### config.mk
export PLATFORM = sky130hd
export DESIGN_NAME = wb_write_arbiter
export DESIGN_NICKNAME = d
export VERILOG_FILES = /design/src/rtl/strontium_wb_pkg.sv /design/src/rtl/wb_fifo.sv /design/src/rtl/wb_write_arbiter.sv
export SDC_FILE = /design/constraint.sdc
export NUM_CORES = 1
export LEC_CHECK = 0
export CORE_MARGIN = 8
export CORE_UTILIZATION = 25
export CTS_CLUSTER_DIAMETER = 80
export DETAILED_ROUTE_END_ITERATION = 8
export MAX_ROUTING_LAYER = met4
export SLEW_MARGIN = 20
export SYNTH_ARGS = -nofsm -noshare
export SYNTH_HDL_FRONTEND = slang
export SYNTH_SLANG_ARGS = --single-unit
### constraint.sdc
create_clock -name clk -period 6.2 [get_ports clk]
set_input_delay 0.93 -clock clk [delete_from_list [all_inputs] [get_ports clk]]
set_output_delay 0.93 -clock clk [all_outputs]
set_load 0.005 [all_outputs]
### src/rtl/strontium_wb_pkg.sv
// Shared types and widths for the register-file write-back path.
package strontium_wb_pkg;

   localparam int REG_ADDR_W = 5;
   localparam int XLEN       = 32;

   typedef struct packed {
      logic [REG_ADDR_W-1:0] waddr;
      logic [XLEN-1:0]       wdata;
   } wb_req_t;

endpackage

### src/rtl/wb_fifo.sv
// Synchronous FIFO of write-back requests; also exposes per-entry valid/address
// so the top level can flag pending writes to the issue stage.
module wb_fifo
   import strontium_wb_pkg::*;
#(
   parameter int DEPTH = 4
) (
   input  logic                                clk,
   input  logic                                reset,
   input  logic                                push_i,
   input  wb_req_t                             push_data_i,
   input  logic                                pop_i,
   output wb_req_t                             head_o,
   output logic                                full_o,
   output logic                                empty_o,
   output logic [DEPTH-1:0]                    entry_valid_o,
   output logic [DEPTH-1:0][REG_ADDR_W-1:0]    entry_addr_o
);

   localparam int AW = $clog2(DEPTH);

   // Pointers carry one extra MSB so full and empty are distinguishable.
   logic [AW:0]   wr_ptr_q, wr_ptr_d;
   logic [AW:0]   rd_ptr_q, rd_ptr_d;
   logic [AW:0]   count;
   logic [AW-1:0] slot_off;
   wb_req_t       mem_q [DEPTH];

   assign empty_o = (wr_ptr_q == rd_ptr_q);
   assign full_o  = (wr_ptr_q[AW] != rd_ptr_q[AW]) && (wr_ptr_q[AW-1:0] == rd_ptr_q[AW-1:0]);
   assign head_o  = mem_q[rd_ptr_q[AW-1:0]];
   assign count   = wr_ptr_q - rd_ptr_q;

   always_comb begin
      wr_ptr_d = wr_ptr_q + (AW+1)'(push_i && !full_o);
      rd_ptr_d = rd_ptr_q + (AW+1)'(pop_i && !empty_o);
   end

   always_comb begin
      slot_off      = '0;
      entry_valid_o = '0;
      entry_addr_o  = '0;
      for (int i = 0; i < DEPTH; i++) begin
         slot_off         = AW'(i) - rd_ptr_q[AW-1:0];
         entry_valid_o[i] = ({1'b0, slot_off} < count);
         entry_addr_o[i]  = mem_q[i].waddr;
      end
   end

   always_ff @(posedge clk or negedge reset) begin
      if (!reset) begin
         wr_ptr_q <= '0;
         rd_ptr_q <= '0;
      end else begin
         wr_ptr_q <= wr_ptr_d;
         rd_ptr_q <= rd_ptr_d;
      end
   end

   always_ff @(posedge clk) begin
      if (push_i && !full_o) begin
         mem_q[wr_ptr_q[AW-1:0]] <= push_data_i;
      end
   end

endmodule

### src/rtl/wb_write_arbiter.sv
// Merges pipeline write-back (priority) and buffered long-latency writes onto one
// registered register-file write port. Optional starvation guard: WB_STARVE_GUARD_EN.
module wb_write_arbiter
   import strontium_wb_pkg::*;
#(
   parameter int FIFO_DEPTH   = 4
`ifdef WB_STARVE_GUARD_EN
   ,
   parameter int STARVE_LIMIT = 8
`endif
) (
   input  logic                  clk,
   input  logic                  reset,
   input  logic                  pipe_valid,
   output logic                  pipe_ready,
   input  logic [REG_ADDR_W-1:0] pipe_waddr,
   input  logic [XLEN-1:0]       pipe_wdata,
   input  logic                  lu_valid,
   output logic                  lu_ready,
   input  logic [REG_ADDR_W-1:0] lu_waddr,
   input  logic [XLEN-1:0]       lu_wdata,
   output logic                  rf_we,
   output logic [REG_ADDR_W-1:0] rf_waddr,
   output logic [XLEN-1:0]       rf_wdata,
   input  logic [REG_ADDR_W-1:0] q_addr1,
   input  logic [REG_ADDR_W-1:0] q_addr2,
   output logic                  q_busy1,
   output logic                  q_busy2
);

   wb_req_t                              pipe_req, lu_req, head;
   wb_req_t                              rf_req_q, rf_req_d;
   logic                                 rf_we_q, rf_we_d;
   logic                                 fifo_full, fifo_empty;
   logic                                 pipe_win, lu_push, fifo_pop;
   logic [FIFO_DEPTH-1:0]                ent_valid;
   logic [FIFO_DEPTH-1:0][REG_ADDR_W-1:0] ent_addr;
   logic                                 hit1, hit2;

   assign pipe_req = '{waddr: pipe_waddr, wdata: pipe_wdata};
   assign lu_req   = '{waddr: lu_waddr, wdata: lu_wdata};

   // Writes to x0 are accepted and dropped on both sources.
   assign pipe_win = pipe_valid && pipe_ready && (pipe_waddr != '0);
   assign lu_ready = !fifo_full;
   assign lu_push  = lu_valid && !fifo_full && (lu_waddr != '0);
   assign fifo_pop = !fifo_empty && !pipe_win;

   wb_fifo #(.DEPTH(FIFO_DEPTH)) u_fifo (
      .clk           (clk),
      .reset         (reset),
      .push_i        (lu_push),
      .push_data_i   (lu_req),
      .pop_i         (fifo_pop),
      .head_o        (head),
      .full_o        (fifo_full),
      .empty_o       (fifo_empty),
      .entry_valid_o (ent_valid),
      .entry_addr_o  (ent_addr)
   );

   always_comb begin
      rf_we_d  = pipe_win || fifo_pop;
      rf_req_d = rf_req_q;
      if (pipe_win) begin
         rf_req_d = pipe_req;
      end else if (fifo_pop) begin
         rf_req_d = head;
      end
   end

   always_ff @(posedge clk or negedge reset) begin
      if (!reset) begin
         rf_we_q  <= 1'b0;
         rf_req_q <= '0;
      end else begin
         rf_we_q  <= rf_we_d;
         rf_req_q <= rf_req_d;
      end
   end

   assign rf_we    = rf_we_q;
   assign rf_waddr = rf_req_q.waddr;
   assign rf_wdata = rf_req_q.wdata;

   // Pending = queued in the FIFO or sitting in the output register this cycle.
   always_comb begin
      hit1 = rf_we_q && (rf_req_q.waddr == q_addr1);
      hit2 = rf_we_q && (rf_req_q.waddr == q_addr2);
      for (int i = 0; i < FIFO_DEPTH; i++) begin
         if (ent_valid[i] && (ent_addr[i] == q_addr1)) hit1 = 1'b1;
         if (ent_valid[i] && (ent_addr[i] == q_addr2)) hit2 = 1'b1;
      end
   end

   assign q_busy1 = hit1 && (q_addr1 != '0);
   assign q_busy2 = hit2 && (q_addr2 != '0);

`ifdef WB_STARVE_GUARD_EN
   localparam int CNT_W = $clog2(STARVE_LIMIT + 1);

   logic [CNT_W-1:0] starve_cnt_q, starve_cnt_d;

   // Throttling the pipe for one cycle guarantees the head dequeues and clears the count.
   assign pipe_ready = (starve_cnt_q != CNT_W'(STARVE_LIMIT));

   always_comb begin
      starve_cnt_d = starve_cnt_q;
      if (fifo_pop) begin
         starve_cnt_d = '0;
      end else if (!fifo_empty) begin
         starve_cnt_d = starve_cnt_q + CNT_W'(1);
      end
   end

   always_ff @(posedge clk or negedge reset) begin
      if (!reset) begin
         starve_cnt_q <= '0;
      end else begin
         starve_cnt_q <= starve_cnt_d;
      end
   end
`else
   assign pipe_ready = 1'b1;
`endif

endmodule
==> impl_metrics.json <==
{
  "status": "complete, no violations",
  "synth.net_count": 593,
  "pin_count_of_the_biggest_net_entering_global_routing": 45,
  "clock_sinks": 192,
  "die_height_um": 199,
  "min-delay-path-class": "reg2reg",
  "route.detailed.vias_per_inst": 4.23,
  "post_synth_top_area_cell": "sky130_fd_sc_hd__edfxtp_1",
  "antenna_left": 0,
  "setup_repair_after_global_routing_missed_its_margin": "no",
  "timing.max_cap.violations": 0,
  "totalNegativeSetupSlack_ns": 0,
  "finalHoldViolations": 0,
  "synthesis.yosys.warnings": 0,
  "globalRouteOverflowTotal": 0,
  "tightestPinTransition_ns": 0.904,
  "synth_seq_cells": 192,
  "critical_path_required_ns": 5.27,
  "grt_pass1_vias": 5065,
  "worstSetupStartpointType": "register",
  "io_pins": 130,
  "ys_seq_area_share_pct": 66.0,
  "power-per-cell-area_nw_per_um2": 460,
  "critical-path-max-stage-delay_ns": 0.50,
  "timing.critical_path.slowest_stage_cell": "sky130_fd_sc_hd__clkdlybuf4s50_1",
  "synth_enable_flop_cells": 148,
  "cts_setup_buffers": 0,
  "cpLargestDelayFamily": "adder cells",
  "gp_routability_congestion": 0.834,
  "power_report.internal_total_uw": 3290,
  "timing.final.crit_period_ns": 4.41,
  "fin_crit_sh_pct": 71.2,
  "grt_antenna_before_repair": 0,
  "insertion_delay_ns": 0.46,
  "gr-usage-all-layers_pct": 10.7,
  "timing.setup.critical_path_class": "reg2out",
  "cts_hold_repair.buffers": 0,
  "critical_path_cell_by_cell": "inv_1 -> ha_1 -> inv_1 -> fa_1 -> inv_1 -> ha_1 -> nor2b_1 -> o21ai_0 -> nand4_1 -> nor3_1 -> o22a_1 -> clkdlybuf4s50_1",
  "drt_first_iter_violations": 160,
  "yosysTopAreaCellShare_pct": 52.9,
  "die_area_um2": 39700,
  "setup_viol": 0,
  "clock_tree.root_cell": "sky130_fd_sc_hd__clkbuf_16",
  "cts_tree": "built",
  "worst_setup_path_end_kind": "output port",
  "netlist-cell-type-count": 36,
  "worst_slew_margin_rel_pct": 39.6,
  "detail_route.wl_per_cell_um": 18.4,
  "route.vias.total": 4565,
  "post_route_cells_drive_above_1_share_pct": 16.6,
  "first_pass_grt_wire_length_um": 30600,
  "p_sw_uw": 1650,
  "die_w_um": 199,
  "dp_hpwl_um": 13300,
  "post_cts_resized": 0,
  "remaining_drc_errors": 0,
  "core_um2": 33300,
  "first_pass_iters": 4,
  "ir_worst_vdd_uv": 219,
  "timing.critical_path.buf_inv": 4,
  "worst-endpoint-arrival_ns": 3.48,
  "power_uw": 4940,
  "p_clk_share_pct": 23.0,
  "placement_rows": 67,
  "clock_skew_ns": 0.0208,
  "leakagePower_uw": 0.00364,
  "routed_wl_um": 19900,
  "postSynth.topFlopCell": "sky130_fd_sc_hd__edfxtp_1",
  "cp_common_cell": "sky130_fd_sc_hd__inv_1",
  "synth_most_common_cell": "sky130_fd_sc_hd__edfxtp_1",
  "clock_tree.buffer_depth": 2,
  "share_seq_of_total_power_pct": 39.1,
  "critPathMaxFanout": 6,
  "cts_buffers": 17,
  "layout-area-overhead-vs-synth_pct": 28.0,
  "finish.net_count": 720,
  "power.share.switching_pct": 33.4,
  "clock_tree.htree_level_count": 4,
  "synthTopCellsByCount": "148 x sky130_fd_sc_hd__edfxtp_1, 44 x sky130_fd_sc_hd__dfrtp_1, 38 x sky130_fd_sc_hd__nor2_1",
  "clkTransAtPathRegs_ns": 0.07,
  "synthesis.instances": 492,
  "initial_utilization_pct": 25.2,
  "buffer_ports.inserted": 128,
  "synth.avg_cell_area_um2": 17.1,
  "post_synth_instance_area_um2": 8400,
  "combPwrFrac_pct": 37.9,
  "synth.top_cells.by_area": "sky130_fd_sc_hd__edfxtp_1 53%, sky130_fd_sc_hd__dfrtp_1 13%, sky130_fd_sc_hd__mux4_2 7.2%",
  "ys_async_sr_fraction_pct": 22.9,
  "timing.fmax_ghz": 0.227,
  "num_antenna_cells": 0,
  "final-max-slew-violation-count": 0
}
-- final cells by class --
class                      instances  area, um^2
tap                              448         561
timing repair buffer             139        1360
clock inverter                    15         191
clock buffer                      17         425
inverter                           6        22.5
multi-input combinational        263        2640
sequential                       192        5550
fill                            3251       22500
-- per-stage QoR --
stage / instance area [um^2] / cells / setup slack, ns / utilization (%) / hold slack, ns
floorplan: 8400 / 492 / 1.35 / - / 0.490
global placement: 10100 / 1048 / 2.26 / 30.4 / 0.518
detailed placement: 10100 / 1048 / 2.25 / 30.4 / 0.522
CTS: 10700 / 1080 / 1.75 / 32.3 / 0.530
global route: 10700 / 1080 / 1.60 / 32.3 / 0.541
finish: 10700 / 1080 / 1.79 / 32.3 / 0.522
-- power by group through the flow --
stage               Sequential, uW  Combinational [uW]  Clock [uW]
finish                        1930                1870        1140
global route                  1970                2070        1220
CTS                           1940                1940        1180
detailed placement            1970                1920           0
global placement              1960                1920           0
floorplan                     1950                1230           0
-- routing by layer --
metal / track usage (%) / wire, um / vias to the layer above
met4: 3.90 / 298 / 0
met1: 13.2 / 9030 / 2305
met3: 2.93 / 985 / 20
li1: - / - / 2138
met2: 16.8 / 9580 / 102
met5: - / 0 / -
-- state kept, by name, summed over array words and instances, names as in the netlist --
signal,flops
u_fifo.mem_q,148
rf_wdata,32
rf_waddr,5
u_fifo.rd_ptr_q,3
u_fifo.wr_ptr_q,3
rf_we,1
-- cell usage in the layout, fill, tap and decap left out, types with 2 or more instances in the layout --
cell / count
sky130_fd_sc_hd__a21oi_1: 11
sky130_fd_sc_hd__a21oi_2: 24
sky130_fd_sc_hd__a22o_1: 2
sky130_fd_sc_hd__and3_2: 2
sky130_fd_sc_hd__buf_4: 11
sky130_fd_sc_hd__clkbuf_16: 17
sky130_fd_sc_hd__clkdlybuf4s50_1: 127
sky130_fd_sc_hd__clkinv_8: 4
sky130_fd_sc_hd__dfrtp_1: 42
sky130_fd_sc_hd__dfrtp_2: 2
sky130_fd_sc_hd__edfxtp_1: 148
sky130_fd_sc_hd__ha_1: 12
sky130_fd_sc_hd__inv_1: 6
sky130_fd_sc_hd__inv_6: 3
sky130_fd_sc_hd__inv_8: 5
sky130_fd_sc_hd__mux2_2: 2
sky130_fd_sc_hd__mux2i_1: 35
sky130_fd_sc_hd__mux4_1: 10
sky130_fd_sc_hd__mux4_2: 27
sky130_fd_sc_hd__nand2_1: 3
sky130_fd_sc_hd__nand3_1: 3
sky130_fd_sc_hd__nand4_1: 10
sky130_fd_sc_hd__nor2_1: 36
sky130_fd_sc_hd__nor2_4: 2
sky130_fd_sc_hd__nor2b_1: 4
sky130_fd_sc_hd__nor3_1: 8
sky130_fd_sc_hd__nor4_1: 2
sky130_fd_sc_hd__o21ai_0: 4
sky130_fd_sc_hd__o22a_1: 2
sky130_fd_sc_hd__or4_1: 3
sky130_fd_sc_hd__xnor2_1: 21
sky130_fd_sc_hd__xor2_1: 33
-- worst register-to-register path: stages (launching register included) --
cell and delay [ns]:
sky130_fd_sc_hd__dfrtp_2 0.36, sky130_fd_sc_hd__buf_4 0.65, sky130_fd_sc_hd__inv_1 0.11, sky130_fd_sc_hd__ha_1 0.33
sky130_fd_sc_hd__nand2_1 0.09, sky130_fd_sc_hd__nor2_4 0.69, sky130_fd_sc_hd__buf_4 0.53, sky130_fd_sc_hd__nor2b_1 0.11
sky130_fd_sc_hd__ha_1 0.19, sky130_fd_sc_hd__ha_1 0.19, sky130_fd_sc_hd__xor2_1 0.14
-- kinds of logic (layout without fill, tap and decap cells) --
kind of cell / count (synthesis) / count (layout) / synth area share, %
AO/OA/AOI/OAI: 45 / 45 / 3.99
XOR/XNOR: 55 / 55 / 5.91
adder cells (fa/ha/maj): 13 / 13 / 2.03
buffers and inverters: 37 / 177 / 2.93
flip-flops: 192 / 192 / 66.0
multiplexers: 74 / 74 / 14.8
other: 1 / 1 / 0.0446
AND/OR/NAND/NOR: 75 / 75 / 4.26
-- path summary, 6_finish.rpt --
check | from | end | slack (ns) | cells after the start
max in group asynchronous | reset | u_fifo.rd_ptr_q[1]$_DFF_PN0_ | 5.11 | 2
hold reg to reg | u_fifo.rd_ptr_q[2]$_DFF_PN0_ | u_fifo.rd_ptr_q[2]$_DFF_PN0_ | 0.52 | 1
hold / removal | u_fifo.rd_ptr_q[2]$_DFF_PN0_ | u_fifo.rd_ptr_q[2]$_DFF_PN0_ | 0.52 | 1
min in group asynchronous | reset | rf_wdata[16]$_DFFE_PN0P_ | 0.58 | 2
setup reg to reg | u_fifo.rd_ptr_q[0]$_DFF_PN0_ | u_fifo.rd_ptr_q[2]$_DFF_PN0_ | 2.69 | 10
setup / recovery | u_fifo.wr_ptr_q[0]$_DFF_PN0_ | q_busy2 | 1.79 | 12
No activity file was read; power rests on OpenSTA's default activity.
